### config.mk
export PLATFORM = sky130hd
export DESIGN_NAME = pulse_train_driver
export DESIGN_NICKNAME = d
export VERILOG_FILES = /design/src/rtl/pulse_train_pkg.sv /design/src/rtl/pulse_timer.sv /design/src/rtl/pulse_train_driver.sv
export SDC_FILE = /design/constraint.sdc
export NUM_CORES = 1
export LEC_CHECK = 0
export BUFFER_PORTS_ARGS = -buffer_cell sky130_fd_sc_hd__buf_2
export CORE_MARGIN = 2
export CORE_UTILIZATION = 45
export CTS_CLUSTER_SIZE = 8
export DETAILED_ROUTE_END_ITERATION = 16
export GPL_TIMING_DRIVEN = 1
export SYNTH_ARGS = -nofsm -noshare
export SYNTH_HDL_FRONTEND = slang
export SYNTH_SLANG_ARGS = --single-unit
### constraint.sdc
create_clock -name clk -period 1.9 [get_ports clk]
set_input_delay 0.19 -clock clk [delete_from_list [all_inputs] [get_ports clk]]
set_output_delay 0.19 -clock clk [all_outputs]
set_load 0.01 [all_outputs]
### src/rtl/pulse_train_pkg.sv
`default_nettype none
// ============================================================================
// Module      : pulse_train_pkg
// Description : Shared types and constants for the pulse train driver.
//               - state_t          : controller state encoding
//               - DEFAULT_*_CYCLES : default ON/OFF durations (20 ms @ 100 MHz)
//               - timer_width()    : width needed for the ON/OFF period timer
// Revision    : 1.0 - initial release
// ============================================================================
package pulse_train_pkg;

    typedef enum logic [1:0] {
        ST_IDLE = 2'd0,
        ST_ON   = 2'd1,
        ST_OFF  = 2'd2
    } state_t;

    localparam int DEFAULT_ON_CYCLES  = 2000000;
    localparam int DEFAULT_OFF_CYCLES = 2000000;

    // Bits needed to hold the larger of the two period lengths without wrap.
    function automatic int timer_width(input int a, input int b);
        int m;
        m = (a > b) ? a : b;
        return (m < 1) ? 1 : $clog2(m + 1);
    endfunction

endpackage
`default_nettype wire

### src/rtl/pulse_timer.sv
`default_nettype none
// ============================================================================
// Module      : pulse_timer
// Description : Loadable down-counter. After a load of value V the expired
//               flag rises V cycles later, so loading (period - 1) yields a
//               phase of exactly 'period' cycles.
// Ports       : clk        - system clock, rising edge
//               reset      - asynchronous, active-low reset
//               load       - load load_value into the counter
//               load_value - value to load
//               expired    - counter has reached zero
// Revision    : 1.0 - initial release
// ============================================================================
module pulse_timer #(
    parameter int WIDTH = 8
) (
    input  logic             clk,
    input  logic             reset,
    input  logic             load,
    input  logic [WIDTH-1:0] load_value,
    output logic             expired
);

    logic [WIDTH-1:0] r_count;

    always_ff @(posedge clk or negedge reset) begin
        if (!reset) begin
            r_count <= '0;
        end else if (load) begin
            r_count <= load_value;
        end else if (r_count != '0) begin
            // Saturates at zero so the counter can never wrap.
            r_count <= r_count - WIDTH'(1);
        end
    end

    assign expired = (r_count == '0);

endmodule
`default_nettype wire

### src/rtl/pulse_train_driver.sv
`default_nettype none
// ============================================================================
// Module      : pulse_train_driver
// Description : Emits a train of cmd_count pulses on drive_out. Each pulse is
//               ON_CYCLES high followed by OFF_CYCLES low (the low gap also
//               follows the last pulse). done strobes for one cycle on return
//               to IDLE. All outputs are registered.
// Config      : PULSE_ABORT_EN - adds the abort input to end a train early.
// Ports       : clk       - system clock, rising edge
//               reset     - asynchronous, active-low reset
//               cmd_valid - command request
//               cmd_ready - idle, able to accept a command
//               cmd_count - number of pulses, sampled on acceptance
//               drive_out - actuator drive
//               busy      - train in progress
//               done      - one-cycle completion strobe
//               abort     - stop train early (PULSE_ABORT_EN only)
// Revision    : 1.0 - initial release
// ============================================================================
module pulse_train_driver
    import pulse_train_pkg::*;
#(
    parameter int ON_CYCLES  = DEFAULT_ON_CYCLES,
    parameter int OFF_CYCLES = DEFAULT_OFF_CYCLES,
    parameter int CNT_W      = 4
) (
    input  logic             clk,
    input  logic             reset,
    input  logic             cmd_valid,
    output logic             cmd_ready,
    input  logic [CNT_W-1:0] cmd_count,
    output logic             drive_out,
    output logic             busy,
    output logic             done
`ifdef PULSE_ABORT_EN
    ,
    input  logic             abort
`endif
);

    localparam int                 TIMER_W   = timer_width(ON_CYCLES, OFF_CYCLES);
    localparam logic [TIMER_W-1:0] ON_LOAD   = TIMER_W'(ON_CYCLES - 1);
    localparam logic [TIMER_W-1:0] OFF_LOAD  = TIMER_W'(OFF_CYCLES - 1);

    state_t             r_state;
    state_t             w_state_next;
    logic [CNT_W-1:0]   r_remaining;
    logic [CNT_W-1:0]   w_remaining_next;
    logic [CNT_W-1:0]   w_remaining_eff;
    logic               w_done_next;
    logic               w_load;
    logic [TIMER_W-1:0] w_load_value;
    logic               w_expired;
    logic               w_abort;

`ifdef PULSE_ABORT_EN
    assign w_abort = abort;
`else
    assign w_abort = 1'b0;
`endif

    pulse_timer #(
        .WIDTH (TIMER_W)
    ) u_timer (
        .clk        (clk),
        .reset      (reset),
        .load       (w_load),
        .load_value (w_load_value),
        .expired    (w_expired)
    );

    // An abort during OFF discards the pulses still owed; the OFF gap runs on.
    assign w_remaining_eff = w_abort ? '0 : r_remaining;

    always_comb begin
        w_state_next     = r_state;
        w_remaining_next = r_remaining;
        w_done_next      = 1'b0;
        w_load           = 1'b0;
        w_load_value     = '0;

        case (r_state)
            ST_IDLE: begin
                if (cmd_valid) begin
                    if (cmd_count != '0) begin
                        w_state_next     = ST_ON;
                        w_remaining_next = cmd_count;
                        w_load           = 1'b1;
                        w_load_value     = ON_LOAD;
                    end else begin
                        w_done_next = 1'b1;
                    end
                end
            end

            ST_ON: begin
                if (w_abort) begin
                    w_state_next     = ST_OFF;
                    w_remaining_next = '0;
                    w_load           = 1'b1;
                    w_load_value     = OFF_LOAD;
                end else if (w_expired) begin
                    w_state_next = ST_OFF;
                    w_load       = 1'b1;
                    w_load_value = OFF_LOAD;
                end
            end

            ST_OFF: begin
                if (w_expired) begin
                    // r_remaining counts the pulse just finished, so >1 means more to go.
                    if (w_remaining_eff > CNT_W'(1)) begin
                        w_state_next     = ST_ON;
                        w_remaining_next = w_remaining_eff - CNT_W'(1);
                        w_load           = 1'b1;
                        w_load_value     = ON_LOAD;
                    end else begin
                        w_state_next     = ST_IDLE;
                        w_remaining_next = '0;
                        w_done_next      = 1'b1;
                    end
                end else begin
                    w_remaining_next = w_remaining_eff;
                end
            end

            default: begin
                w_state_next     = ST_IDLE;
                w_remaining_next = '0;
            end
        endcase
    end

    // Outputs are decoded from the next state so they change on the same edge
    // as the state register and are glitch-free.
    always_ff @(posedge clk or negedge reset) begin
        if (!reset) begin
            r_state     <= ST_IDLE;
            r_remaining <= '0;
            drive_out   <= 1'b0;
            busy        <= 1'b0;
            done        <= 1'b0;
            cmd_ready   <= 1'b1;
        end else begin
            r_state     <= w_state_next;
            r_remaining <= w_remaining_next;
            drive_out   <= (w_state_next == ST_ON);
            busy        <= (w_state_next != ST_IDLE);
            done        <= w_done_next;
            cmd_ready   <= (w_state_next == ST_IDLE);
        end
    end

endmodule
`default_nettype wire

After elaboration in Yosys (flattened, before gate mapping)
Cells that the tools add are included.

storage, ports and cells
  output and inout port bits = 4
  input port bits = 7
  flip-flop bits (word level) = 31

cells by class
  muxes and demuxes = 30
  reduce and logical (&&, ||, !) cells = 8
  bitwise operators = 1
  $add $sub $neg = 2
  equality and inequality tests = 6
  magnitude comparators = 1

operators with widths
  cell                     number
  $mux W21                 7
  $pmux W21 S3             1
  $logic_not A21 Y1        1
  $reduce_bool A21 Y1      1
  $sub A21 B1 Y21 const B  1
  $mux W4                  4
  $pmux W4 S3              1
  $mux W1                  10
  $mux W2                  4
  $pmux W2 S3              1
  $eq A2 B1 Y1 const B     2
  $gt A4 B1 Y1 const B     1
  $logic_not A2 Y1         2
  $ne A2 B2 Y1 const B     2
  $reduce_and A4 Y1        1
  $reduce_bool A2 Y1       2
  $reduce_bool A4 Y1       1
  $sub A4 B1 Y4 const B    1
  $pmux W1 S3              1
  $eq A2 B2 Y1 const B     1
  $ne A2 B1 Y1 const B     1
  $pmux W1 S2              1
  $not A1 Y1               1

Logic depth before layout (Yosys ltp)
  word-level depth = 5
  gate-level depth with buffers = 8
  depth with buffers taken out = 7

Cells and area by module
From an unflattened synthesis, not the netlist that was laid out.

unflattened totals
  cell total of the unflattened synthesis = 187
  area, all modules = 1861.8 um2

modules (own cells, without submodules)
  module              times used  area an instance (um2)  cells each
  pulse_timer         1           1297.5                  129
  pulse_train_driver  1           564.3                   58

Worst setup path after synthesis
Ideal clock, no wire load.

  kind = reg-to-reg
  start = register u_timer.r_count[16]
  end = register u_timer.r_count[3]
  setup time = 0.124 ns
  arrival = 1.806 ns
  cell stages (with the launch flop) = 7
  slack = -0.030 ns
  path through = dfrtp_1 or4_4 and4bb_1 and2_4 buf_6 nor3_1 a211o_1

between the ends
  longest elaborated chain between the ends = 4
  elaborated cells between the ends (all ways) = 10

RTL lines
  element                                         RTL line                   source
  from (decl)                                     pulse_timer.sv:24          logic [WIDTH-1:0] r_count;
  from (signal assigned)                          pulse_timer.sv:30          r_count <= load_value;
  from (signal assigned)                          pulse_timer.sv:33          r_count <= r_count - WIDTH'(1);
  $logic_not A21 Y1                               pulse_timer.sv:37          assign expired = (r_count == '0);
  $mux W21 (tied with other cells)                pulse_train_driver.sv:110  if (w_expired) begin
  $pmux W21 S3 or $pmux W1 S3 (tied branches)     pulse_train_driver.sv:82   case (r_state)
  $mux W21 or $reduce_bool A2 Y1 (tied branches)  n/a

Several ways; a longest one is shown, not always the timed one.
A chain may end at the register's enable or synchronous reset.

Worst setup path in the final report
  start = register u_timer.r_count[20]
  end = register u_timer.r_count[8]

between the ends
  longest elaborated chain between the ends = 4
  elaborated cells between the ends (all ways) = 9

RTL lines
  element                                         RTL line
  $logic_not A21 Y1                               pulse_timer.sv:37
  $mux W21 (tied with other cells)                pulse_train_driver.sv:110
  $pmux W21 S3 or $pmux W1 S3 (tied branches)     pulse_train_driver.sv:82
  $mux W21 or $reduce_bool A2 Y1 (tied branches)  n/a

Several ways; a longest one is shown, not always the timed one.

==> results.ini <==
[power_and_ir_drop]
p_clk_frac=0.447
pwr-share-comb=0.073
peakVddDrop_uv=480
p_int_mw=1.17
p_leak_nw=0.926
p_sw_frac=0.232
power_density_nw_per_um2=652
total_power_mw=1.52
seq_power_share=0.480
p_sw_mw=0.353

[die]
die_x_um=66.3
fp.dieH_um=66.3
rows=22
die_area_sq_um=4400
ios=11
start_util=0.474
coreArea_sq_um=3690

[run_status]
status=finished with violations
violations=negative setup slack

[place]
post-place-cells=262
dpl.hpwl_um=2940
placed_cell_area_sq_um=2010
io_buffer_count=10
place_congestion=0.831

[synth]
syn-mean-instance-area_sq_um=9.39
synth_ff_type=dfrtp_1
synth_edf_count=0
ys_types=52
syn_nets=196
ys_ff_latch=31
ys_async_sr_fraction=1.00
yosys_warnings=0
synth_seq_area_share=0.445
netlist_area_sq_um=1750
synth_cells=186

[clock_network]
cts_tree=done
insertion_delay_ns=0.28
cts.sinks=31
cts-root-buf=clkbuf_8
clk_pin_slew_worst_paths_ns=0.07
cts_buffers=5
clockBufferDepth=2
htree_levels=2

[layout]
area.growth.synth_to_final_pct=33.2
final_common_cell=dfrtp_1
num_antenna_cells=0
nFillCells=312
multi_input_area_sq_um=1040
layout.nets=236
seq_area_sq_um=777
final_layout_size_suffix_gt1_frac=0.326
final_cell_mix=dfrtp_1 (30), buf_4 (24), nand2_1 (16)
fin_area_sq_um=2330
layout.cells.non_filler=275

[critical_path]
startpoint_type=flop
timing.critical_path.buf_inv=1
cp_top_family=simple AND/OR/NAND/NOR gates
path_cells=or4_4 > and4bb_4 > and2_4 > buf_6 > a21o_4 > a311oi_1
cp.required_ns=2.05
critPathCaptureType=flop
slowest_stage=or4_4
path_max_fanout=8
slowest_delay_ns=0.54
critPathKind=flop to flop
arrival_ns=2.11

[global_routing]
antenna_found_initial=0
grt_usage=0.218
grt_pass1_vias=1555
grt_max_degree=32
grt_pass1_wl_um=7160
globalRouteOverflowTotal=0

[sta]
period_needed_ns=1.96
tns_ns=-0.518
hold_violations=0
rsz0062_at_grt=yes
fin_worst_skew_ns=0.00484
fmax_mhz=511
period_share=1.03
slew_viol_final=0
setup_viol=20
timing.final.ws_setup_ns=-0.0586
worst_pin_slew_ns=0.712
slew-limit-headroom=0.526

[drt]
vias=1546
vias_per_cell=5.62
ant_nets=0
firstDrtPassIters=4
wire_per_inst_um=15.3
drc=0
drtIter0Drc=79
drt_wl_total_um=4210

[flow_run]
maxCapViolations=0

[hold_path]
hp-class=input pin to flop

[per-layer routing]
| layer | up-vias | part of all wire | GRT usage |
|---|---|---|---|
| met5 | - | 0 | 0 |
| met4 | 0 | 0.016 | 0.0816 |
| met3 | 8 | 0.032 | 0.0528 |
| met2 | 19 | 0.48 | 0.351 |
| met1 | 758 | 0.47 | 0.282 |
| li1 | 761 | - | - |
[power by group through the flow]
stage	clock network, mW	registers, mW	logic (mW)
6_report	0.679	0.729	0.111
3_3_place_gp	0	0.732	0.0973
2_1_floorplan	0	0.728	0.0553
3_5_place_dp	0	0.733	0.101
5_1_grt	0.726	0.734	0.126
4_1_cts	0.700	0.722	0.107
[sequential cells by signal (all words and copies together) (netlist names)]
register	cells
r_remaining	4
drive_out	1
r_state	2
done	1
busy	1
u_timer.r_count	21
cmd_ready	1
[worst reg2reg max path, stage by stage (launching register included)]
cell      delay, ns
dfrtp_1        0.38
or4_4          0.54
and4bb_4       0.38
and2_4         0.21
buf_6          0.11
a21o_4         0.16
a311oi_1       0.05
[stage by stage]
step,hold WS [ns],util,setup slack [ns]
5_1_grt,0.208,0.631,-0.135
6_report,0.197,0.631,-0.0586
4_1_cts,0.191,0.609,-0.0407
2_1_floorplan,-0.106,-,0.00281
3_3_place_gp,0.273,0.546,-0.0205
3_5_place_dp,0.282,0.546,-0.0849
[final cells by class]
type,instances,share of cell area
clock buffer,6,0.0355
clock inverter,2,0.0151
inverter,7,0.0113
multi-input combinational,140,0.446
sequential,31,0.334
tap,48,0.0258
timing repair buffer,41,0.132
[kinds of logic (layout without fill, tap and decap cells)]
logic type / count (synthesis) / count (layout) / synth area share
flops: 31 / 31 / 0.445
mux: 3 / 3 / 0.0179
buf+inv: 15 / 56 / 0.0394
simple gates: 77 / 77 / 0.243
compound gates: 48 / 48 / 0.188
fa+ha+maj: 3 / 3 / 0.0215
xor+xnor: 9 / 9 / 0.0451
[repair_timing]
action / CTS / global route
setup buffers: 3 / 1
endpoints found under the hold margin: 30 / 0
resized for setup: 19 / 15
pin swaps: 9 / 8
endpoints found under the setup margin: 23 / 31
hold buffers: 1 / 0
[path summary, 6_finish.rpt]
kind                                      from                   to  slack [ns]  cells after the start
max in group asynchronous                reset   u_timer.r_count[1]        0.95                      2
max reg2reg                u_timer.r_count[20]   u_timer.r_count[8]       -0.06                      6
min                                  cmd_valid                 done        0.20                      3
min reg2reg                 u_timer.r_count[4]   u_timer.r_count[4]        0.56                      2
min in group asynchronous                reset  u_timer.r_count[10]        0.49                      2
max                        u_timer.r_count[20]   u_timer.r_count[8]       -0.06                      6
[cells in the mapped netlist, drive strengths merged, types with 2 or more instances]
| master | count | area share |
|---|---|---|
| clkbuf | 5 | 0.011 |
| nor4 | 3 | 0.011 |
| a211oi | 5 | 0.021 |
| xnor2 | 9 | 0.045 |
| and2 | 3 | 0.012 |
| o31ai | 2 | 0.0086 |
| o21ai | 8 | 0.023 |
| o211ai | 3 | 0.013 |
| nor3 | 8 | 0.026 |
| o32ai | 2 | 0.010 |
| o22a | 2 | 0.010 |
| nand3b | 2 | 0.0086 |
| nand2b | 6 | 0.021 |
| nand4 | 2 | 0.0072 |
| inv | 7 | 0.015 |
| buf | 3 | 0.014 |
| nor4b | 2 | 0.010 |
| a21oi | 13 | 0.037 |
| ha | 3 | 0.021 |
| a21o | 3 | 0.013 |
| nand3 | 4 | 0.011 |
| nor2 | 16 | 0.034 |
| dfrtp | 30 | 0.43 |
| nand2 | 17 | 0.038 |
| or3 | 4 | 0.014 |
| or4 | 3 | 0.015 |
| mux2i | 2 | 0.011 |
Power figures use the tool's default switching activity.
